## config.mk

```make
export PLATFORM = sky130hd
export DESIGN_NAME = sb_mac16
export DESIGN_NICKNAME = d
export VERILOG_FILES = /design/src/rtl/mac16_pkg.sv /design/src/rtl/mac16_addsub.sv /design/src/rtl/sb_mac16.sv
export SDC_FILE = /design/constraint.sdc
export NUM_CORES = 1
export LEC_CHECK = 0
export CORE_ASPECT_RATIO = 0.9
export CORE_MARGIN = 3
export CORE_UTILIZATION = 67
export DETAILED_ROUTE_END_ITERATION = 6
export DONT_BUFFER_PORTS = 1
export GPL_TIMING_DRIVEN = 0
export HOLD_SLACK_MARGIN = 0.05
export MAX_ROUTING_LAYER = met4
export PLACE_DENSITY = 0.82
export SETUP_SLACK_MARGIN = 0.3
export SKIP_LAST_GASP = 1
export SLEW_MARGIN = 20
export SYNTH_ARGS = -nofsm -noshare
export SYNTH_HDL_FRONTEND = slang
export SYNTH_SLANG_ARGS = --single-unit
```

## constraint.sdc

```tcl
create_clock -name clk -period 7.4 [get_ports clk]
set_input_delay 1.11 -clock clk [delete_from_list [all_inputs] [get_ports clk]]
set_output_delay 1.11 -clock clk [all_outputs]
set_load 0.1 [all_outputs]
```

## src/rtl/mac16_pkg.sv

```systemverilog
// mac16_pkg: shared encodings and arithmetic helper for the sb_mac16 DSP slice.
//   - LOWERINPUT, CARRYSELECT and OUTPUT_SELECT encodings
//   - addsub16(): 16-bit add/subtract with carry-out or borrow-out
package mac16_pkg;

   // Adder Y operand select (top | bottom meaning).
   localparam logic [1:0] LOWER_AB   = 2'b00;  // A | B
   localparam logic [1:0] LOWER_FG   = 2'b01;  // F | G
   localparam logic [1:0] LOWER_H    = 2'b10;  // H[31:16] | H[15:0]
   localparam logic [1:0] LOWER_SEXT = 2'b11;  // {16{Zbot[15]}} | {16{B[15]}}

   // Carry-in select; 10 and 11 both pick the cascade/external carry.
   localparam logic [1:0] CARRY_ZERO = 2'b00;
   localparam logic [1:0] CARRY_ONE  = 2'b01;

   // Output half select.
   localparam logic [1:0] OUT_Z   = 2'b00;
   localparam logic [1:0] OUT_ACC = 2'b01;
   localparam logic [1:0] OUT_FG  = 2'b10;
   localparam logic [1:0] OUT_H   = 2'b11;

   // Returns {cout, z}. For subtract, z = x - y - cin and cout is the borrow.
   function automatic logic [16:0] addsub16(input logic [15:0] x,
                                            input logic [15:0] y,
                                            input logic        cin,
                                            input logic        sub);
      logic [16:0] sum;
      if (sub) begin
         // x - y - cin == x + ~y + ~cin; a missing carry-out means a borrow.
         sum = {1'b0, x} + {1'b0, ~y} + {16'h0000, ~cin};
         return {~sum[16], sum[15:0]};
      end else begin
         sum = {1'b0, x} + {1'b0, y} + {16'h0000, cin};
         return sum;
      end
   endfunction

endpackage

```

## src/rtl/mac16_addsub.sv

```systemverilog
// mac16_addsub: one 16-bit add/sub unit with its accumulator register.
//   clk, rst_n  clock, async active-low reset
//   ce          clock enable for the accumulator
//   sub         0 add, 1 subtract
//   cin         carry (add) / borrow (sub) in
//   orst        sync clear of accumulator
//   ohold       accumulator keeps its value
//   oload       accumulator loads ext instead of z
//   ext         C or D operand (X source when UPPER_INPUT=1, and load value)
//   y           already-selected Y operand
//   z           combinational adder result
//   acc         accumulator register
//   cout        carry (add) / borrow (sub) out
module mac16_addsub
   import mac16_pkg::*;
#(
   parameter int unsigned UPPER_INPUT = 0
) (
   input  logic        clk,
   input  logic        rst_n,
   input  logic        ce,
   input  logic        sub,
   input  logic        cin,
   input  logic        orst,
   input  logic        ohold,
   input  logic        oload,
   input  logic [15:0] ext,
   input  logic [15:0] y,
   output logic [15:0] z,
   output logic [15:0] acc,
   output logic        cout
);

   logic [15:0] acc_q;
   logic [15:0] x;
   logic [16:0] res;

   assign x    = (UPPER_INPUT != 0) ? ext : acc_q;
   assign res  = addsub16(x, y, cin, sub);
   assign z    = res[15:0];
   assign cout = res[16];
   assign acc  = acc_q;

   always_ff @(posedge clk or negedge rst_n) begin
      if (!rst_n) begin
         acc_q <= '0;
      end else if (ce) begin
         if (orst) begin
            acc_q <= '0;
         end else if (ohold) begin
            acc_q <= acc_q;
         end else if (oload) begin
            acc_q <= ext;
         end else begin
            acc_q <= z;
         end
      end
   end

endmodule

```

## src/rtl/sb_mac16.sv

```systemverilog
// sb_mac16: behavioural iCE40 16x16 DSP slice.
//   clk, rst_n            clock, async active-low reset (clears every register)
//   ce                    clock enable for all registers
//   a, b, c, d            16-bit operands (a, b multiplier; c, d adder/load)
//   ahold..dhold          input register keeps its value
//   irsttop / irstbot     sync clear of A,C,F,top partials / B,D,G,bottom partial
//   orsttop / orstbot     sync clear of Q,H[31:16] / S,H[15:0]
//   oholdtop / oholdbot   accumulator keeps value
//   oloadtop / oloadbot   accumulator loads C / D
//   addsubtop / addsubbot 0 add, 1 subtract
//   ci                    external carry/borrow into the bottom unit
//   co                    top-unit carry/borrow out
//   o                     {top half, bottom half}
module sb_mac16
   import mac16_pkg::*;
#(
   parameter int unsigned A_REG                    = 0,
   parameter int unsigned B_REG                    = 0,
   parameter int unsigned C_REG                    = 0,
   parameter int unsigned D_REG                    = 0,
   parameter int unsigned A_SIGNED                 = 0,
   parameter int unsigned B_SIGNED                 = 0,
   parameter int unsigned MODE_8x8                 = 0,
   parameter int unsigned TOP_8x8_MULT_REG         = 0,
   parameter int unsigned BOT_8x8_MULT_REG         = 0,
   parameter int unsigned PIPELINE_16x16_MULT_REG1 = 0,
   parameter int unsigned PIPELINE_16x16_MULT_REG2 = 0,
   parameter int unsigned TOPADDSUB_UPPERINPUT     = 0,
   parameter int unsigned BOTADDSUB_UPPERINPUT     = 0,
   parameter logic [1:0]  TOPADDSUB_LOWERINPUT     = 2'b00,
   parameter logic [1:0]  BOTADDSUB_LOWERINPUT     = 2'b00,
   parameter logic [1:0]  TOPADDSUB_CARRYSELECT    = 2'b00,
   parameter logic [1:0]  BOTADDSUB_CARRYSELECT    = 2'b00,
   parameter logic [1:0]  TOPOUTPUT_SELECT         = 2'b00,
   parameter logic [1:0]  BOTOUTPUT_SELECT         = 2'b00
) (
   input  logic        clk,
   input  logic        rst_n,
   input  logic        ce,
   input  logic [15:0] a,
   input  logic [15:0] b,
   input  logic [15:0] c,
   input  logic [15:0] d,
   input  logic        ahold,
   input  logic        bhold,
   input  logic        chold,
   input  logic        dhold,
   input  logic        irsttop,
   input  logic        irstbot,
   input  logic        orsttop,
   input  logic        orstbot,
   input  logic        oholdtop,
   input  logic        oholdbot,
   input  logic        oloadtop,
   input  logic        oloadbot,
   input  logic        addsubtop,
   input  logic        addsubbot,
   input  logic        ci,
   output logic        co,
   output logic [31:0] o
);

   // ---------------- input registers ----------------
   logic [15:0] a_q, b_q, c_q, d_q;
   logic [15:0] a_r, b_r, c_r, d_r;

   always_ff @(posedge clk or negedge rst_n) begin
      if (!rst_n) begin
         a_q <= '0;
         c_q <= '0;
      end else if (ce) begin
         if (irsttop) begin
            a_q <= '0;
            c_q <= '0;
         end else begin
            if (!ahold) a_q <= a;
            if (!chold) c_q <= c;
         end
      end
   end

   always_ff @(posedge clk or negedge rst_n) begin
      if (!rst_n) begin
         b_q <= '0;
         d_q <= '0;
      end else if (ce) begin
         if (irstbot) begin
            b_q <= '0;
            d_q <= '0;
         end else begin
            if (!bhold) b_q <= b;
            if (!dhold) d_q <= d;
         end
      end
   end

   assign a_r = (A_REG != 0) ? a_q : a;
   assign b_r = (B_REG != 0) ? b_q : b;
   assign c_r = (C_REG != 0) ? c_q : c;
   assign d_r = (D_REG != 0) ? d_q : d;

   // ---------------- multiplier ----------------
   // High bytes carry the operand sign; low bytes are always unsigned.
   logic               a_sx, b_sx;
   logic signed [15:0] a_hi16, b_hi16;
   logic signed [23:0] a_hi24, b_hi24, a_lo24, b_lo24;
   logic        [15:0] f_c, g_c;
   logic signed [23:0] x1_c, x2_c;

   assign a_sx   = (A_SIGNED != 0) ? a_r[15] : 1'b0;
   assign b_sx   = (B_SIGNED != 0) ? b_r[15] : 1'b0;
   assign a_hi16 = {{8{a_sx}}, a_r[15:8]};
   assign b_hi16 = {{8{b_sx}}, b_r[15:8]};
   assign a_hi24 = {{16{a_sx}}, a_r[15:8]};
   assign b_hi24 = {{16{b_sx}}, b_r[15:8]};
   assign a_lo24 = {16'h0000, a_r[7:0]};
   assign b_lo24 = {16'h0000, b_r[7:0]};

   assign f_c  = a_hi16 * b_hi16;
   assign g_c  = {8'h00, a_r[7:0]} * {8'h00, b_r[7:0]};
   // Cross products only matter mod 2^24 since they are shifted by 8 into H.
   assign x1_c = a_hi24 * b_lo24;
   assign x2_c = a_lo24 * b_hi24;

   // F / G output registers.
   logic [15:0] f_q, g_q, f_r, g_r;

   always_ff @(posedge clk or negedge rst_n) begin
      if (!rst_n) begin
         f_q <= '0;
      end else if (ce) begin
         f_q <= irsttop ? 16'h0000 : f_c;
      end
   end

   always_ff @(posedge clk or negedge rst_n) begin
      if (!rst_n) begin
         g_q <= '0;
      end else if (ce) begin
         g_q <= irstbot ? 16'h0000 : g_c;
      end
   end

   assign f_r = (TOP_8x8_MULT_REG != 0) ? f_q : f_c;
   assign g_r = (BOT_8x8_MULT_REG != 0) ? g_q : g_c;

   // First 16x16 pipeline stage: all four partials move together so the
   // cross terms stay aligned with the hi*hi / lo*lo terms of H.
   logic        [15:0] hh_q, ll_q, hh_r, ll_r;
   logic signed [23:0] x1_q, x2_q, x1_r, x2_r;

   always_ff @(posedge clk or negedge rst_n) begin
      if (!rst_n) begin
         hh_q <= '0;
         x1_q <= '0;
         x2_q <= '0;
      end else if (ce) begin
         if (irsttop) begin
            hh_q <= '0;
            x1_q <= '0;
            x2_q <= '0;
         end else begin
            hh_q <= f_c;
            x1_q <= x1_c;
            x2_q <= x2_c;
         end
      end
   end

   always_ff @(posedge clk or negedge rst_n) begin
      if (!rst_n) begin
         ll_q <= '0;
      end else if (ce) begin
         ll_q <= irstbot ? 16'h0000 : g_c;
      end
   end

   assign hh_r = (PIPELINE_16x16_MULT_REG1 != 0) ? hh_q : f_c;
   assign ll_r = (PIPELINE_16x16_MULT_REG1 != 0) ? ll_q : g_c;
   assign x1_r = (PIPELINE_16x16_MULT_REG1 != 0) ? x1_q : x1_c;
   assign x2_r = (PIPELINE_16x16_MULT_REG1 != 0) ? x2_q : x2_c;

   logic [31:0] h_c, h_m, h_q, h_r;

   assign h_c = {hh_r, 16'h0000} + {x1_r, 8'h00} + {x2_r, 8'h00} + {16'h0000, ll_r};
   assign h_m = (MODE_8x8 != 0) ? 32'h0000_0000 : h_c;

   always_ff @(posedge clk or negedge rst_n) begin
      if (!rst_n) begin
         h_q <= '0;
      end else if (ce) begin
         h_q[31:16] <= orsttop ? 16'h0000 : h_m[31:16];
         h_q[15:0]  <= orstbot ? 16'h0000 : h_m[15:0];
      end
   end

   assign h_r = (PIPELINE_16x16_MULT_REG2 != 0) ? h_q : h_m;

   // ---------------- adders ----------------
   logic [15:0] y_top, y_bot, z_top, z_bot, acc_top, acc_bot;
   logic        cin_top, cin_bot, cout_top, cout_bot;

   always_comb begin
      y_bot = b_r;
      case (BOTADDSUB_LOWERINPUT)
         LOWER_AB:   y_bot = b_r;
         LOWER_FG:   y_bot = g_r;
         LOWER_H:    y_bot = h_r[15:0];
         LOWER_SEXT: y_bot = {16{b_r[15]}};
         default:    y_bot = b_r;
      endcase
   end

   // The top sign-extension source is the bottom result, so the top Y
   // operand depends combinationally on the bottom adder.
   always_comb begin
      y_top = a_r;
      case (TOPADDSUB_LOWERINPUT)
         LOWER_AB:   y_top = a_r;
         LOWER_FG:   y_top = f_r;
         LOWER_H:    y_top = h_r[31:16];
         LOWER_SEXT: y_top = {16{z_bot[15]}};
         default:    y_top = a_r;
      endcase
   end

   always_comb begin
      case (BOTADDSUB_CARRYSELECT)
         CARRY_ZERO: cin_bot = 1'b0;
         CARRY_ONE:  cin_bot = 1'b1;
         default:    cin_bot = ci;
      endcase
   end

   always_comb begin
      case (TOPADDSUB_CARRYSELECT)
         CARRY_ZERO: cin_top = 1'b0;
         CARRY_ONE:  cin_top = 1'b1;
         default:    cin_top = cout_bot;
      endcase
   end

   mac16_addsub #(
      .UPPER_INPUT(BOTADDSUB_UPPERINPUT)
   ) u_bot (
      .clk   (clk),
      .rst_n (rst_n),
      .ce    (ce),
      .sub   (addsubbot),
      .cin   (cin_bot),
      .orst  (orstbot),
      .ohold (oholdbot),
      .oload (oloadbot),
      .ext   (d_r),
      .y     (y_bot),
      .z     (z_bot),
      .acc   (acc_bot),
      .cout  (cout_bot)
   );

   mac16_addsub #(
      .UPPER_INPUT(TOPADDSUB_UPPERINPUT)
   ) u_top (
      .clk   (clk),
      .rst_n (rst_n),
      .ce    (ce),
      .sub   (addsubtop),
      .cin   (cin_top),
      .orst  (orsttop),
      .ohold (oholdtop),
      .oload (oloadtop),
      .ext   (c_r),
      .y     (y_top),
      .z     (z_top),
      .acc   (acc_top),
      .cout  (cout_top)
   );

   assign co = cout_top;

   // ---------------- output select ----------------
   always_comb begin
      o[31:16] = z_top;
      case (TOPOUTPUT_SELECT)
         OUT_Z:   o[31:16] = z_top;
         OUT_ACC: o[31:16] = acc_top;
         OUT_FG:  o[31:16] = f_r;
         OUT_H:   o[31:16] = h_r[31:16];
         default: o[31:16] = z_top;
      endcase
   end

   always_comb begin
      o[15:0] = z_bot;
      case (BOTOUTPUT_SELECT)
         OUT_Z:   o[15:0] = z_bot;
         OUT_ACC: o[15:0] = acc_bot;
         OUT_FG:  o[15:0] = g_r;
         OUT_H:   o[15:0] = h_r[15:0];
         default: o[15:0] = z_bot;
      endcase
   end

endmodule

```

Word level (Yosys, flattened, before mapping)
Index checks and enable logic that the tools add are counted.
W data, S select, Z words.

storage, ports and cells
  bits in registers = 32
  bits in latches = 0
  bits in writable memories = 0
  bits in read-only memories = 0
  input port bits = 82
  output and inout bits = 33
  word-level logic and storage cells = 23
  memories kept = 0

operators by class
  $add $sub $neg = 6
  $mul = 0
  div/mod/pow operators = 0
  $lt $le $gt $ge = 0
  eq/ne operators = 2
  shift-type cells = 0
  multiplexer cells = 8
  bitwise operators = 3
  reduce and logical (&&, ||, !) cells = 2

operators by type and width
  kind                     count
  $mux W16                 7
  $add A16 B16 Y17         2
  $add A16 B16 Y16         2
  $not A16 Y16             2
  $add A17 B1 Y17 const B  1
  $mux W17                 1
  $add A16 B1 Y16 const B  1
  $ne A2 B2 Y1 const B     2
  $reduce_and A2 Y1        2
  $not A1 Y1               1

Logic depth before layout (Yosys ltp)
  depth after elaboration = 8
  gate-level depth with buffers = 12
  depth with buffers taken out = 12

By module
Synthesis repeated with hierarchy kept, for this count alone.

second synthesis, totals
  cells, all modules = 623
  area, all modules = 4919.7 um2

modules (own cells, without submodules)
  module                 instances  cells each  area an instance (um2)
  mac16_addsub at u_bot  1          316         2467.4
  mac16_addsub at u_top  1          306         2448.6
  sb_mac16               1          1           3.8

Least setup slack after synthesis
OpenSTA, ideal clock, no wires.

  kind = input port to output port
  start point = input a[10]
  end point = output co
  arrival = 5.046 ns
  slack = 1.244 ns
  stages on the path = 10
  buffers on the path = 1
  cell sequence = inv_1 ha_1 clkbuf_1 or3_1 a2111oi_0 o311ai_0 o21ai_0 or2_1 a2111oi_0 a211oi_1

between the ends
  word-level cells in the longest chain between the ends = 5

ends and longest elaborated chain
  element             RTL line         RTL
  start: declaration  sb_mac16.sv:40   input logic [15:0] a,
  $not A16 Y16        mac16_pkg.sv:30  sum = {1'b0, x} + {1'b0, ~y} + {16'h0000, ~cin};
  $add A16 B16 Y17    mac16_pkg.sv:30
  $add A17 B1 Y17     mac16_pkg.sv:30
  $not A1 Y1          mac16_pkg.sv:31  return {~sum[16], sum[15:0]};
  $mux W17 *          mac16_pkg.sv:28  if (sub) begin
  end: declaration    sb_mac16.sv:59   output logic co,

Every way passes the cells marked *; elsewhere a longest branch is shown, timed or not.

Worst setup path in the final report
  start point = input a[0]
  end point = output co

The elaborated chain is that of the path after synthesis.

==> metrics <==
ANT nets after route=0; vias per cell=6.56; Seq/Total Area, Yosys=17.1%; Most used DFF post-synth=dfrtp_1; switching share of power=approximately three fifths; post-synth cell types=68; clk sinks=32; status=completed; dominant cells by area after synthesis=dfrtp_1 17%, ha_1 17%, a21oi_1 5.7%; post-cts sizing count=0; slowest CP cell=a2111oi_0; crit path kind=input port to output pin; Reg-to-Reg Start=u_top.acc[2]$_DFFE_PN0P_; final setup TNS=0 ps; Root Driver=clkbuf_8; Logic pwr share=78.2%; Global Route Usage Sum=37.2%; Layout area overhead=18.0%; area of the die=8020 um^2; Crit path largest cell delay=between 800 and 900 ps; Clock Path Buffers=2; P_leak=between 2 and 3 nW; Ys Warns=0; die width=94.1 um; worst reg2reg setup slack=4120 ps; Final Power=0.00179 W; dpl ws=1920 ps; Layout fillers=422; final number of setup-violating endpoints=0; Final Util=slightly above 80%; EDFF count, synth=0; Peak supply drop=roughly 0.33 mV; syn avg cell area=~7.6 um^2; # H-tree levels=2; RSZ-0062 raised after global routing=no; R2R depth=9; worst-path maximum fanout=3; WP data arrival=between 4000 and 5000 ps; Row Count=28; DR pass1 iterations=5; TritonCTS buffer count=5; first-pass GRT wire length=23000 um; Synth area leader=dfrtp_1; syn nets=between 700 and 800; worst skew pair latency=300 ps; Int Pwr=0.000698 W; Total Routed Length=14500 um; GPL Wtd Cong=1.01; Via Count=4850; ant diodes=0; fin. max-slew vios=0; mapped cell area=4680 um^2; Worst slew margin=between 20% and 30%; max layer used=met4; starting DRC count in detailed routing=354; Post-Synthesis Cells=619; wire per inst=19.6 um; commonest non-fill, non-tap cell in the layout=ha_1; port buffer count=0; Post-synth ARST share=100%; # nets final=798; Non-Filler Instances=739; ratio of cells with drive above 1 in the final layout=a little under an eighth; Final HPWL DP=11500 um; Seq. cell area=801 um^2; Worst Tran Pin Value=1180 ps; Tightest Hold Check Type=input port to async pin; Final Cycle Share=75.6%; hold_buf cts=0; Clk pwr share=8.6%; Core Region=6660 um^2; DRC viols=0; Psw=0.00109 W; die height=85.3 um; largest net degree at the start of global routing=33; data required time of the worst path=between 6000 and 7000 ps; final number of hold-violating endpoints=0; grt ovf=0; synthesized flop and latch total=32; CP endpoint kind=output pin; Reg power frac=13.2%; Multi-input gate area=3790 um^2; final worst slack=about 1800 ps; Max Cap Viol=0; initial antenna violation count=0; vias in the first global route=4728; setup bufs post-CTS=0; power per standard cell area=approximately 320 nW/um^2; Met1 Wirelength=approximately 5900 um; skew final=13.6 ps; Initial Utilization=70.3%; clk slew on worst S/H paths=90 ps; startpoint types=input port; family with the most delay on the worst path=compound AO/OA/AOI/OAI gates; R2R Path End=u_top.acc[12]$_DFFE_PN0P_; most frequent cells in the layout=64 x ha_1, 62 x inv_1, 60 x nand2_1; Routed met3 length=1560 um; FMAX=0.179 GHz; crit path buf inv count=0; IO Count=115; CP cell instances=ha_1, fa_1, nor2b_1, o21ai_0, a2111oi_0, o311ai_0, o21ai_0, or2_1, a2111oi_0, a211oi_4; CTS tree=built; Inst Count DP=731; top-area cell type share of the netlist area=17.1%; crit path time final=about 5600 ps; Routed met2 length=6770 um
## registers in the layout, indices dropped and copies added (netlist names)
| signal | flops |
|---|---|
| u_bot.acc | 16 |
| u_top.acc | 16 |
## Yosys cell counts, types with 7 or more instances
cell      number
ha_1          64
inv_1         62
nand2_1       60
a21oi_1       53
nor2_1        43
o21ai_0       41
dfrtp_1       32
clkbuf_1      25
xnor2_1       22
a21o_1        16
mux2i_1       16
nor2b_1       12
o31ai_1       11
nand2b_1      10
o21bai_1      10
a211oi_1       9
nor3_1         9
nand3_1        8
o211ai_1       8
xor2_1         7
## cell families after synthesis
family	after synthesis	share of synthesized area, %
and+or+nand+nor	172	17.5
buffers and inverters	96	7.86
DFF	32	17.1
adders and majority gates	68	18.8
AOI/OAI and AO/OA	202	28.8
xor gates and xnor gates	29	5.43
muxes	20	4.39
## routing by layer
metal / vias to the layer above / GRT usage (%)
met4: 0 / 8.14
met5: - / -
li1: 2246 / -
met3: 30 / 7.62
met1: 2280 / 49.8
met2: 294 / 58.5
## worst reg2reg max path, delay by kind of cell, from the launching register on
| kind | cells | cell delay (ps) |
|---|---|---|
| AND/OR/NAND/NOR | 1 | 210 |
| multiplexers | 1 | 130 |
| flip-flops | 1 | 420 |
| adder cells (fa/ha/maj) | 1 | 420 |
| AO/OA/AOI/OAI | 5 | 1820 |
| XOR/XNOR | 1 | 200 |
## cell type report
class / instances / area share [%]
clock buffer: 6 / 1.50
tap: 90 / 2.04
clock inverter: 2 / 0.181
sequential: 32 / 14.5
multi-input combinational: 491 / 68.7
timing repair buffer: 22 / 6.44
inverter: 63 / 4.29
buffer: 33 / 2.38
## through the flow
stage | cell area (um^2) | hold slack [ps]
after floorplan | 4680 | 469
after global placement | 4790 | 483
after detailed placement | 5420 | 498
after CTS | 5520 | 496
after global routing | 5520 | 487
final | 5520 | 493
## worst max-delay path by stage
stage / from / to / slack, ps / cells past startpoint
global route: a[0] / co / 1690 / 10
finish: a[0] / co / 1800 / 10
detailed placement: a[4] / co / 1920 / 10
floorplan: a[10] / co / 1240 / 10
global placement: a[10] / co / 720 / 10
CTS: a[0] / co / 1900 / 10
## power groups by stage
stage	registers, W	clock network, W	logic (W)
4_1_cts	0.000235	0.000152	0.00139
6_report	0.000236	0.000155	0.00140
2_1_floorplan	0.000229	0	0.000995
3_3_place_gp	0.000235	0	0.00109
3_5_place_dp	0.000238	0	0.00138
5_1_grt	0.000240	0.000160	0.00146
Note: power is estimated with default switching activity, not from simulation.
